## src/rtl/nr_inv_sqrt_iter_pkg.sv

```systemverilog
// Shared types and constants for the Newton-Raphson inverse-square-root refinement block.
package nr_pkg;

    typedef enum logic [1:0] {
        IDLE  = 2'd0,
        MUL_A = 2'd1,
        MUL_Y = 2'd2,
        DONE  = 2'd3
    } state_t;

    localparam int DEF_INT_WIDTH   = 4;
    localparam int DEF_FRACT_WIDTH = 12;
    localparam int DEF_MAX_ITER    = 3;
    localparam int A_MULT          = 3;  // x_half*y*y spans 3 words, 3F fractional bits
    localparam int P_MULT          = 4;  // y*B spans 4 words, 4F fractional bits

    // 1.5 expressed with 3F fractional bits: 3 * 2^(3F-1).
    function automatic logic [127:0] one_point_five(input int f);
        return 128'd3 << (3 * f - 1);
    endfunction

    // Half an output LSB at the 4F-fraction product scale: 2^(3F-1).
    function automatic logic [127:0] round_const(input int f);
        return 128'd1 << (3 * f - 1);
    endfunction

endpackage

```

## src/rtl/nr_inv_sqrt_iter_if.sv

```systemverilog
// Request/response bundle between the seed stage and the Newton-Raphson refinement block.
interface nr_inv_sqrt_iter_if #(
    parameter int INT_WIDTH   = 4,
    parameter int FRACT_WIDTH = 12,
    parameter int MAX_ITER    = 3
);
    localparam int W      = INT_WIDTH + FRACT_WIDTH;
    localparam int ITER_W = $clog2(MAX_ITER + 1);

    logic              start;
    logic [ITER_W-1:0] n_iter;
    logic [W-1:0]      x_half;
    logic [W-1:0]      y0;
    logic              busy;
    logic              done;
    logic [W-1:0]      y;
    logic              ovf;

    modport master (
        output start, n_iter, x_half, y0,
        input  busy, done, y, ovf
    );

    modport slave (
        input  start, n_iter, x_half, y0,
        output busy, done, y, ovf
    );

endinterface

```

## src/rtl/nr_fix_mul_rnd.sv

```systemverilog
// Unsigned y*B multiply with round-half-up, slice back to Qi.f, overflow flag and
// optional saturation (NR_SATURATE_EN clamps to all-ones, otherwise the result wraps).
module nr_fix_mul_rnd
    import nr_pkg::*;
#(
    parameter int INT_WIDTH   = 4,
    parameter int FRACT_WIDTH = 12,
    localparam int W          = INT_WIDTH + FRACT_WIDTH,
    localparam int B_W        = A_MULT * W,
    localparam int P_W        = P_MULT * W,
    localparam int LSB        = 3 * FRACT_WIDTH,
    localparam int Q_W        = P_W - LSB
) (
    input  logic [W-1:0]   a,
    input  logic [B_W-1:0] b,
    output logic [W-1:0]   res,
    output logic           ovf
);

`ifdef NR_SATURATE_EN
    localparam bit SAT_EN = 1'b1;
`else
    localparam bit SAT_EN = 1'b0;
`endif

    localparam logic [127:0] RND_FULL = round_const(FRACT_WIDTH);
    localparam logic [P_W-1:0] RND    = RND_FULL[P_W-1:0];

    function automatic logic [P_W-1:0] round_half_up(input logic [P_W-1:0] p);
        return p + RND;
    endfunction

    function automatic logic [W-1:0] saturate(input logic [W-1:0] v, input logic o);
        return (o && SAT_EN) ? {W{1'b1}} : v;
    endfunction

    logic [P_W-1:0] prod;
    logic [Q_W-1:0] scaled;

    // The product cannot carry out of P_W bits, so rounding before the shift is exact.
    always_comb begin
        prod   = P_W'(a) * P_W'(b);
        scaled = Q_W'(round_half_up(prod) >> LSB);
        ovf    = |scaled[Q_W-1:W];
        res    = saturate(scaled[W-1:0], ovf);
    end

endmodule

```

## src/rtl/nr_inv_sqrt_iter.sv

```systemverilog
// Multi-iteration Newton-Raphson refinement y <- y*(1.5 - x_half*y*y) on unsigned Qi.f operands.
// Overflow behaviour selected by NR_SATURATE_EN (see nr_fix_mul_rnd).
module nr_inv_sqrt_iter
    import nr_pkg::*;
#(
    parameter int INT_WIDTH   = DEF_INT_WIDTH,
    parameter int FRACT_WIDTH = DEF_FRACT_WIDTH,
    parameter int MAX_ITER    = DEF_MAX_ITER,
    localparam int ITER_W     = $clog2(MAX_ITER + 1),
    localparam int W          = INT_WIDTH + FRACT_WIDTH,
    localparam int A_W        = A_MULT * W
) (
    input  logic               clk,
    input  logic               rst_n,
    nr_inv_sqrt_iter_if.slave  bus
);

    localparam logic [127:0]        ONE_P5_FULL = one_point_five(FRACT_WIDTH);
    localparam logic signed [A_W:0] ONE_P5      = ONE_P5_FULL[A_W:0];

    state_t            state_q, state_d;
    logic [W-1:0]      x_half_q, x_half_d;
    logic [W-1:0]      y_cur_q, y_cur_d;
    logic [ITER_W-1:0] iter_q, iter_d;
    logic [A_W-1:0]    a_q, a_d;
    logic [W-1:0]      y_q, y_d;
    logic              ovf_q, ovf_d;

    logic [ITER_W-1:0]     n_clamped;
    logic signed [A_W:0]   b_s;
    logic                  b_neg;
    logic [W-1:0]          mul_res;
    logic                  mul_ovf;
    logic [W-1:0]          y_step;

    assign n_clamped = (bus.n_iter > ITER_W'(MAX_ITER)) ? ITER_W'(MAX_ITER) : bus.n_iter;

    // B is formed one bit wider than A so a negative correction term is visible as a sign.
    assign b_s   = ONE_P5 - $signed({1'b0, a_q});
    assign b_neg = b_s[A_W];

    nr_fix_mul_rnd #(
        .INT_WIDTH   (INT_WIDTH),
        .FRACT_WIDTH (FRACT_WIDTH)
    ) u_mul (
        .a   (y_cur_q),
        .b   (b_s[A_W-1:0]),
        .res (mul_res),
        .ovf (mul_ovf)
    );

    assign y_step = b_neg ? '0 : mul_res;

    always_comb begin
        state_d  = state_q;
        x_half_d = x_half_q;
        y_cur_d  = y_cur_q;
        iter_d   = iter_q;
        a_d      = a_q;
        y_d      = y_q;
        ovf_d    = ovf_q;
        unique case (state_q)
            IDLE: begin
                if (bus.start) begin
                    x_half_d = bus.x_half;
                    y_cur_d  = bus.y0;
                    iter_d   = n_clamped;
                    ovf_d    = 1'b0;
                    if (n_clamped == '0) begin
                        y_d     = bus.y0;
                        state_d = DONE;
                    end else begin
                        state_d = MUL_A;
                    end
                end
            end
            MUL_A: begin
                a_d     = A_W'(x_half_q) * A_W'(y_cur_q) * A_W'(y_cur_q);
                state_d = MUL_Y;
            end
            MUL_Y: begin
                y_cur_d = y_step;
                if (b_neg || mul_ovf) begin
                    ovf_d = 1'b1;
                end
                iter_d = iter_q - 1'b1;
                if (iter_q == ITER_W'(1)) begin
                    y_d     = y_step;
                    state_d = DONE;
                end else begin
                    state_d = MUL_A;
                end
            end
            DONE: begin
                if (!bus.start) begin
                    state_d = IDLE;
                end
            end
            default: state_d = IDLE;
        endcase
    end

    // Single state/datapath register stage; reset clears everything so an abort leaves no stale result.
    always_ff @(posedge clk or negedge rst_n) begin
        if (!rst_n) begin
            state_q  <= IDLE;
            x_half_q <= '0;
            y_cur_q  <= '0;
            iter_q   <= '0;
            a_q      <= '0;
            y_q      <= '0;
            ovf_q    <= 1'b0;
        end else begin
            state_q  <= state_d;
            x_half_q <= x_half_d;
            y_cur_q  <= y_cur_d;
            iter_q   <= iter_d;
            a_q      <= a_d;
            y_q      <= y_d;
            ovf_q    <= ovf_d;
        end
    end

    assign bus.busy = (state_q == MUL_A) || (state_q == MUL_Y);
    assign bus.done = (state_q == DONE);
    assign bus.y    = y_q;
    assign bus.ovf  = ovf_q;

endmodule

```

## src/flat_wrapper.sv

```systemverilog
// flat-port wrapper written by rule: the top's interface ports become plain ports
module nr_inv_sqrt_iter_flat import nr_pkg::*;
#(
    parameter int INT_WIDTH   = DEF_INT_WIDTH,
    parameter int FRACT_WIDTH = DEF_FRACT_WIDTH,
    parameter int MAX_ITER    = DEF_MAX_ITER,
    localparam int ITER_W     = $clog2(MAX_ITER + 1),
    localparam int W          = INT_WIDTH + FRACT_WIDTH,
    localparam int A_W        = A_MULT * W
)
  (clk, rst_n, bus_start, bus_n_iter, bus_x_half, bus_y0, bus_busy, bus_done, bus_y, bus_ovf);
  nr_inv_sqrt_iter_if #(.INT_WIDTH(INT_WIDTH), .FRACT_WIDTH(FRACT_WIDTH), .MAX_ITER(MAX_ITER)) bus_i ();
  input  logic clk;
  input  logic rst_n;
  input wire logic [$bits(bus_i.start)-1:0] bus_start;
  input wire logic [$bits(bus_i.n_iter)-1:0] bus_n_iter;
  input wire logic [$bits(bus_i.x_half)-1:0] bus_x_half;
  input wire logic [$bits(bus_i.y0)-1:0] bus_y0;
  output wire logic [$bits(bus_i.busy)-1:0] bus_busy;
  output wire logic [$bits(bus_i.done)-1:0] bus_done;
  output wire logic [$bits(bus_i.y)-1:0] bus_y;
  output wire logic [$bits(bus_i.ovf)-1:0] bus_ovf;
  assign bus_i.start = bus_start;
  assign bus_i.n_iter = bus_n_iter;
  assign bus_i.x_half = bus_x_half;
  assign bus_i.y0 = bus_y0;
  assign bus_busy = bus_i.busy;
  assign bus_done = bus_i.done;
  assign bus_y = bus_i.y;
  assign bus_ovf = bus_i.ovf;
  nr_inv_sqrt_iter #(.INT_WIDTH(INT_WIDTH), .FRACT_WIDTH(FRACT_WIDTH), .MAX_ITER(MAX_ITER)) u_core (.clk(clk), .rst_n(rst_n), .bus(bus_i));
endmodule
```

## config.mk

```make
export PLATFORM = sky130hd
export DESIGN_NAME = nr_inv_sqrt_iter_flat
export DESIGN_NICKNAME = d
export VERILOG_FILES = /design/src/rtl/nr_inv_sqrt_iter_pkg.sv /design/src/rtl/nr_inv_sqrt_iter_if.sv /design/src/rtl/nr_fix_mul_rnd.sv /design/src/rtl/nr_inv_sqrt_iter.sv /design/src/flat_wrapper.sv
export SDC_FILE = /design/constraint.sdc
export NUM_CORES = 2
export LEC_CHECK = 0
export BUFFER_PORTS_ARGS = -buffer_cell sky130_fd_sc_hd__clkbuf_2
export CAP_MARGIN = 5
export CORE_MARGIN = 2
export CORE_UTILIZATION = 57
export CTS_BUF_LIST = sky130_fd_sc_hd__clkbuf_4 sky130_fd_sc_hd__clkbuf_8 sky130_fd_sc_hd__clkbuf_16
export CTS_CLUSTER_DIAMETER = 30
export CTS_CLUSTER_SIZE = 20
export DETAILED_ROUTE_END_ITERATION = 10
export GPL_TIMING_DRIVEN = 0
export MAX_ROUTING_LAYER = met4
export PLACE_DENSITY = 0.82
export SLEW_MARGIN = 10
export SYNTH_ARGS = -nofsm -noshare
export SYNTH_HDL_FRONTEND = slang
export SYNTH_HIERARCHICAL = 1
export SYNTH_SLANG_ARGS = --single-unit
```

## constraint.sdc

```tcl
create_clock -name clk -period 13.9 [get_ports clk]
set_clock_uncertainty 0.15 [all_clocks]
set_input_delay 1.39 -clock clk [delete_from_list [all_inputs] [get_ports clk]]
set_output_delay 1.39 -clock clk [all_outputs]
set_load 0.01 [all_outputs]
```

### Yosys cells after proc, flatten, opt, wreduce, memory -nomap -nowiden

Index checks and enable logic that the tools add are counted.

* output and inout port bits: 19
* input port bits: 37
* register bits: 101
* logic and storage cells: 52

* muxes and demuxes: 18
* reduce and logical (&&, ||, !) cells: 11
* $lt $le $gt $ge: 1
* equality and inequality tests: 9
* add/sub/neg operators: 3
* multipliers: 3

Operators by type and width (number)
* 2-to-1 mux 16 bit: 5
* adder 64 x 36 -> 64 bit (second input constant): 1
* multiplier 16 x 48 -> 64 bit: 1
* one-hot mux 16 bit (2 select lines): 2
* subtractor 37 x 48 -> 49 bit (first input constant): 1
* multiplier 32 x 16 -> 48 bit: 1
* multiplier 16 x 16 -> 32 bit: 1
* 2-to-1 mux 2 bit: 6
* OR reduction 12 bit: 1
* one-hot mux 2 bit (4 select lines): 1
* != test 2 x 1 -> 1 bit (second input constant): 3
* AND reduction 2 bit: 3
* == test 2 x 1 -> 1 bit (second input constant): 2
* == test 2 bit (second input constant): 2
* logical NOT 2 bit: 2
* != test 2 bit (second input constant): 2
* one-hot mux 2 bit (2 select lines): 1
* AND reduction 4 bit: 1
* AND reduction 3 bit: 1
* greater-than comparator 2 bit (second input constant): 1
* logical OR 1 bit: 2
* 2-to-1 mux 1 bit: 2
* one-hot mux 1 bit (2 select lines): 1
* nonzero test 2 bit: 1
* subtractor 2 x 1 -> 2 bit (second input constant): 1

### Logic depth before layout (Yosys ltp)

* word-level depth: 7
* gate-level depth with buffers: 47

### By module

The synthesis kept the hierarchy.

Modules (own cells, without submodules)
* nr_inv_sqrt_iter: times used 1, cells each 3401, seq. area each 2527.4 µm², area each 30235.2 µm²
* nr_fix_mul_rnd: times used 1, cells each 2929, seq. area each 0.0 µm², area each 24785.0 µm²

### Worst setup path before layout

Ideal clock, no wire load.

* path type: register -> register
* from: register u_core.y_cur_q[1]
* to: register u_core.a_q[47]
* buffers on the path: 5
* data required time: 13.624 ns
* stages on the path, launching flop included: 45
* arrival: 11.677 ns
* setup time: 0.126 ns
* setup slack: 1.947 ns
* cell sequence: dfrtp_1 clkbuf_1 clkbuf_1 nand2_1 fa_1 fa_1 fa_1 inv_1 fa_1 fa_1 inv_1 fa_1 inv_1 ha_1 nand2_1 a211oi_1 a31oi_2 o221ai_2 (+9 left out) fa_1 inv_1 fa_1 inv_1 fa_1 inv_1 ha_1 clkbuf_1 and3_1 clkbuf_1 a22oi_1 nand2_1 or4_1 a31oi_1 or2_2 o21ai_1 a21o_1 a221o_1

* cells in the longest elaborated chain, start to end: 2

RTL lines
* from (decl): RTL line nr_inv_sqrt_iter.sv:23 `logic [W-1:0] y_cur_q, y_cur_d;`
* from (signal assigned): RTL line nr_inv_sqrt_iter.sv:116 `y_cur_q <= y_cur_d;`
* multiplier 16 x 16 -> 32 bit: RTL line nr_inv_sqrt_iter.sv:78 `a_d = A_W'(x_half_q) * A_W'(y_cur_q) * A_W'(y_cur_q);`
* multiplier 32 x 16 -> 48 bit *: RTL line nr_inv_sqrt_iter.sv:78
* to (signal assigned): RTL line nr_inv_sqrt_iter.sv:110 `a_q <= '0;`
* to (signal assigned): RTL line nr_inv_sqrt_iter.sv:118 `a_q <= a_d;`
* to (decl): RTL line nr_inv_sqrt_iter.sv:25 `logic [A_W-1:0] a_q, a_d;`

Mark *: on every way between the ends. The rest lies on a longest branch, timed or not.
A chain may end at the register's enable or synchronous reset.

### Final worst setup path

* from: register u_core.y_cur_q[14]
* to: register u_core.a_q[43]

Same word-level chain as after synthesis.

==> impl_metrics.tcl <==
set metrics [dict create \
    status "completed" \
    crit_fanout 10 \
    ant_nets 0 \
    critPathSlowestCell "clkdlybuf4s15_1" \
    detail_route.wl_per_cell_um 23.5 \
    antenna_found_initial 16 \
    synth_area_leaders "fa_1 46%, inv_1 10%, ha_1 9.3%, and2_1 7.3%, nand2_1 6.6%" \
    instances_no_fill 7679 \
    cts_tree "built" \
    hpwl_um 147000 \
    slew_headroom 0.0983 \
    cp.required_ns 14.03 \
    ys.flop_type "dfrtp_1" \
    holdBufCountCts 0 \
    crit_top_cell "fa_1" \
    drive_gt1_frac 0.0456 \
    critPathMaxStageDelay_ns 1.03 \
    end_kind "flip-flop" \
    period_minus_slack_ns 13.60 \
    period_share 0.979 \
    slew_violations 0 \
    coreArea_mm2 0.0953 \
    clk_pin_slew_worst_paths_ns 0.12 \
    dieArea_mm2 0.0990 \
    synth_nets 8027 \
    synth_top_cell_by_area "fa_1" \
    synth_enable_flop_cells 0 \
    grt_pass1_wl_um 279000 \
    grt_pass1_vias 48200 \
    hold_viol 0 \
    drt_first_pass_iters 9 \
    finalNetCount 8091 \
    htree_levels 3 \
    ys_seq_elements 101 \
    max_freq_mhz 73.5 \
    maxCapViolations 0 \
    clock_latency_ns 0.42 \
    ys_warn_count 6 \
    critPathArrivalTime_ns 13.74 \
    grt_max_degree 81 \
    setup-violations-final 0 \
    nFillCells 8170 \
    area_delta_synth_final_pct 4.66 \
    die_w_um 315 \
    netlist_area_mm2 0.0550 \
    cts_inserted_buffers 9 \
    grtUsageTotal 0.388 \
    avgSynthCellArea_um2 8.69 \
    multiInputGateArea_mm2 0.0458 \
    initial_core_util 0.577 \
    die_y_um 315 \
    synthArstFlopShare 1.00 \
    holdWs_ns 0.348 \
    postLayoutCoreUtil 0.604 \
    dp_cells 7652 \
    synth_top_area_share 0.456 \
    grt-ovfl-total 0 \
    hold_path_class "reg -> reg" \
    num_vias 45400 \
    io_buffers 55 \
    worst_pin_slew_ns 1.34 \
    crit_type "reg -> reg" \
    synthCells 6330 \
    boundaryPins 56 \
    rows 113 \
    path_buf_inv 10 \
    synthTopCellsByCount "1498 x inv_1, 1253 x fa_1, 974 x nand2_1" \
    cts_root_buffer "clkbuf_16" \
    seq_area_frac_synth 0.0459 \
    synth.most_common_cell "inv_1" \
    ys_types 91 \
    drt_iter0_markers 5121 \
    place.gp.congestion 1.07 \
    routed_wl_um 181000 \
    clock_sinks 101 \
    clk_path_buf_depth 2 \
    path_delay_family "adder cells" \
    seqCellArea_mm2 0.00254 \
    vias_per_cell 5.91 \
    route.detailed.drc 0 \
    cp-start-kind "flip-flop" \
]
-- metal layers --
metal / GRT usage / routed length [um] / vias to the layer above
li1: - / - / 18900
met1: 0.464 / 63400 / 22500
met2: 0.567 / 77200 / 3146
met3: 0.134 / 25700 / 834
met4: 0.236 / 14300 / 0
met5: - / 0 / -
-- cells by family (layout without fill, tap and decap cells) --
kind of cell / after synthesis / count (layout) / synth area share
AO/OA/AOI/OAI: 517 / 517 / 0.0630
buffers and inverters: 1815 / 1884 / 0.124
multiplexers: 86 / 86 / 0.0172
flip-flops: 101 / 101 / 0.0459
AND/OR/NAND/NOR: 2020 / 2020 / 0.180
XOR/XNOR: 131 / 131 / 0.0209
adder cells (fa/ha/maj): 1660 / 1660 / 0.548
other: 0 / 15 / 0
-- tightest hold or removal path: cells and delay by family, from the launching register on --
kind	cells	cell delay (ns)
flops	1	0.35
compound gates	1	0.06
simple gates	1	0.05
-- per-stage QoR --
| step | instance area (um2) | TNS (ns) | worst slack (ns) |
|---|---|---|---|
| detailed placement | 57000 | -29.77 | -1.80 |
| floorplan | 55000 | 0 | 1.95 |
| global route | 57600 | -0.0234 | -0.0125 |
| global placement | 56900 | -24.81 | -1.64 |
| CTS | 57400 | 0 | 0.00774 |
| finish | 57600 | 0 | 0.297 |
-- timing repair --
item,4_1_cts,5_1_grt
pin swaps,0,1
setup buffers,0,2
setup endpoints to repair,29,20
resized for setup,51,111
-- cell usage in the layout, fill, tap and decap left out, types with 87 or more instances in the layout --
cell      count
a21oi_1     153
and2_1      639
clkbuf_1    241
clkbuf_2     87
dfrtp_1      95
fa_1       1253
ha_1        407
inv_1      1498
nand2_1     974
nor2_1      107
o21ai_0      91
-- worst paths after layout --
path | start | to | slack, ns | cells after the start
worst max-delay path | u_core/y_cur_q[14]$_DFFE_PN0P_ | u_core/a_q[43]$_DFFE_PN0P_ | 0.30 | 42
worst min-delay path | u_core/bus.y[5]$_DFFE_PN0P_ | u_core/bus.y[5]$_DFFE_PN0P_ | 0.35 | 2
worst max register to register | u_core/y_cur_q[14]$_DFFE_PN0P_ | u_core/a_q[43]$_DFFE_PN0P_ | 0.30 | 42
worst min register to register | u_core/bus.y[5]$_DFFE_PN0P_ | u_core/bus.y[5]$_DFFE_PN0P_ | 0.35 | 2
max in group asynchronous | rst_n | u_core/a_q[11]$_DFFE_PN0P_ | 12.14 | 2
min in group asynchronous | rst_n | u_core/state_q[0]$_DFFE_PN0P_ | 0.70 | 1
-- area by class of cell --
| class | instances | area share |
|---|---|---|
| diodes | 15 | 0.000652 |
| plain buffers | 311 | 0.0230 |
| clock buffers | 10 | 0.00415 |
| clock inverters | 6 | 0.00113 |
| inverters | 1498 | 0.0976 |
| multi-input cells | 4414 | 0.796 |
| flip-flops and latches | 101 | 0.0441 |
| well taps | 1265 | 0.0275 |
| repair buffers | 59 | 0.00587 |
-- state kept, by name (all words and copies together) (netlist names) --
register / cells
u_core/bus.ovf: 1
u_core/state_q: 2
u_core/bus.y: 16
u_core/a_q: 48
u_core/iter_q: 2
u_core/y_cur_q: 16
u_core/x_half_q: 16
Power is left out: the tool's default activity adds up to more than one toggle a clock period on the data nets, which glitch-free logic cannot reach.
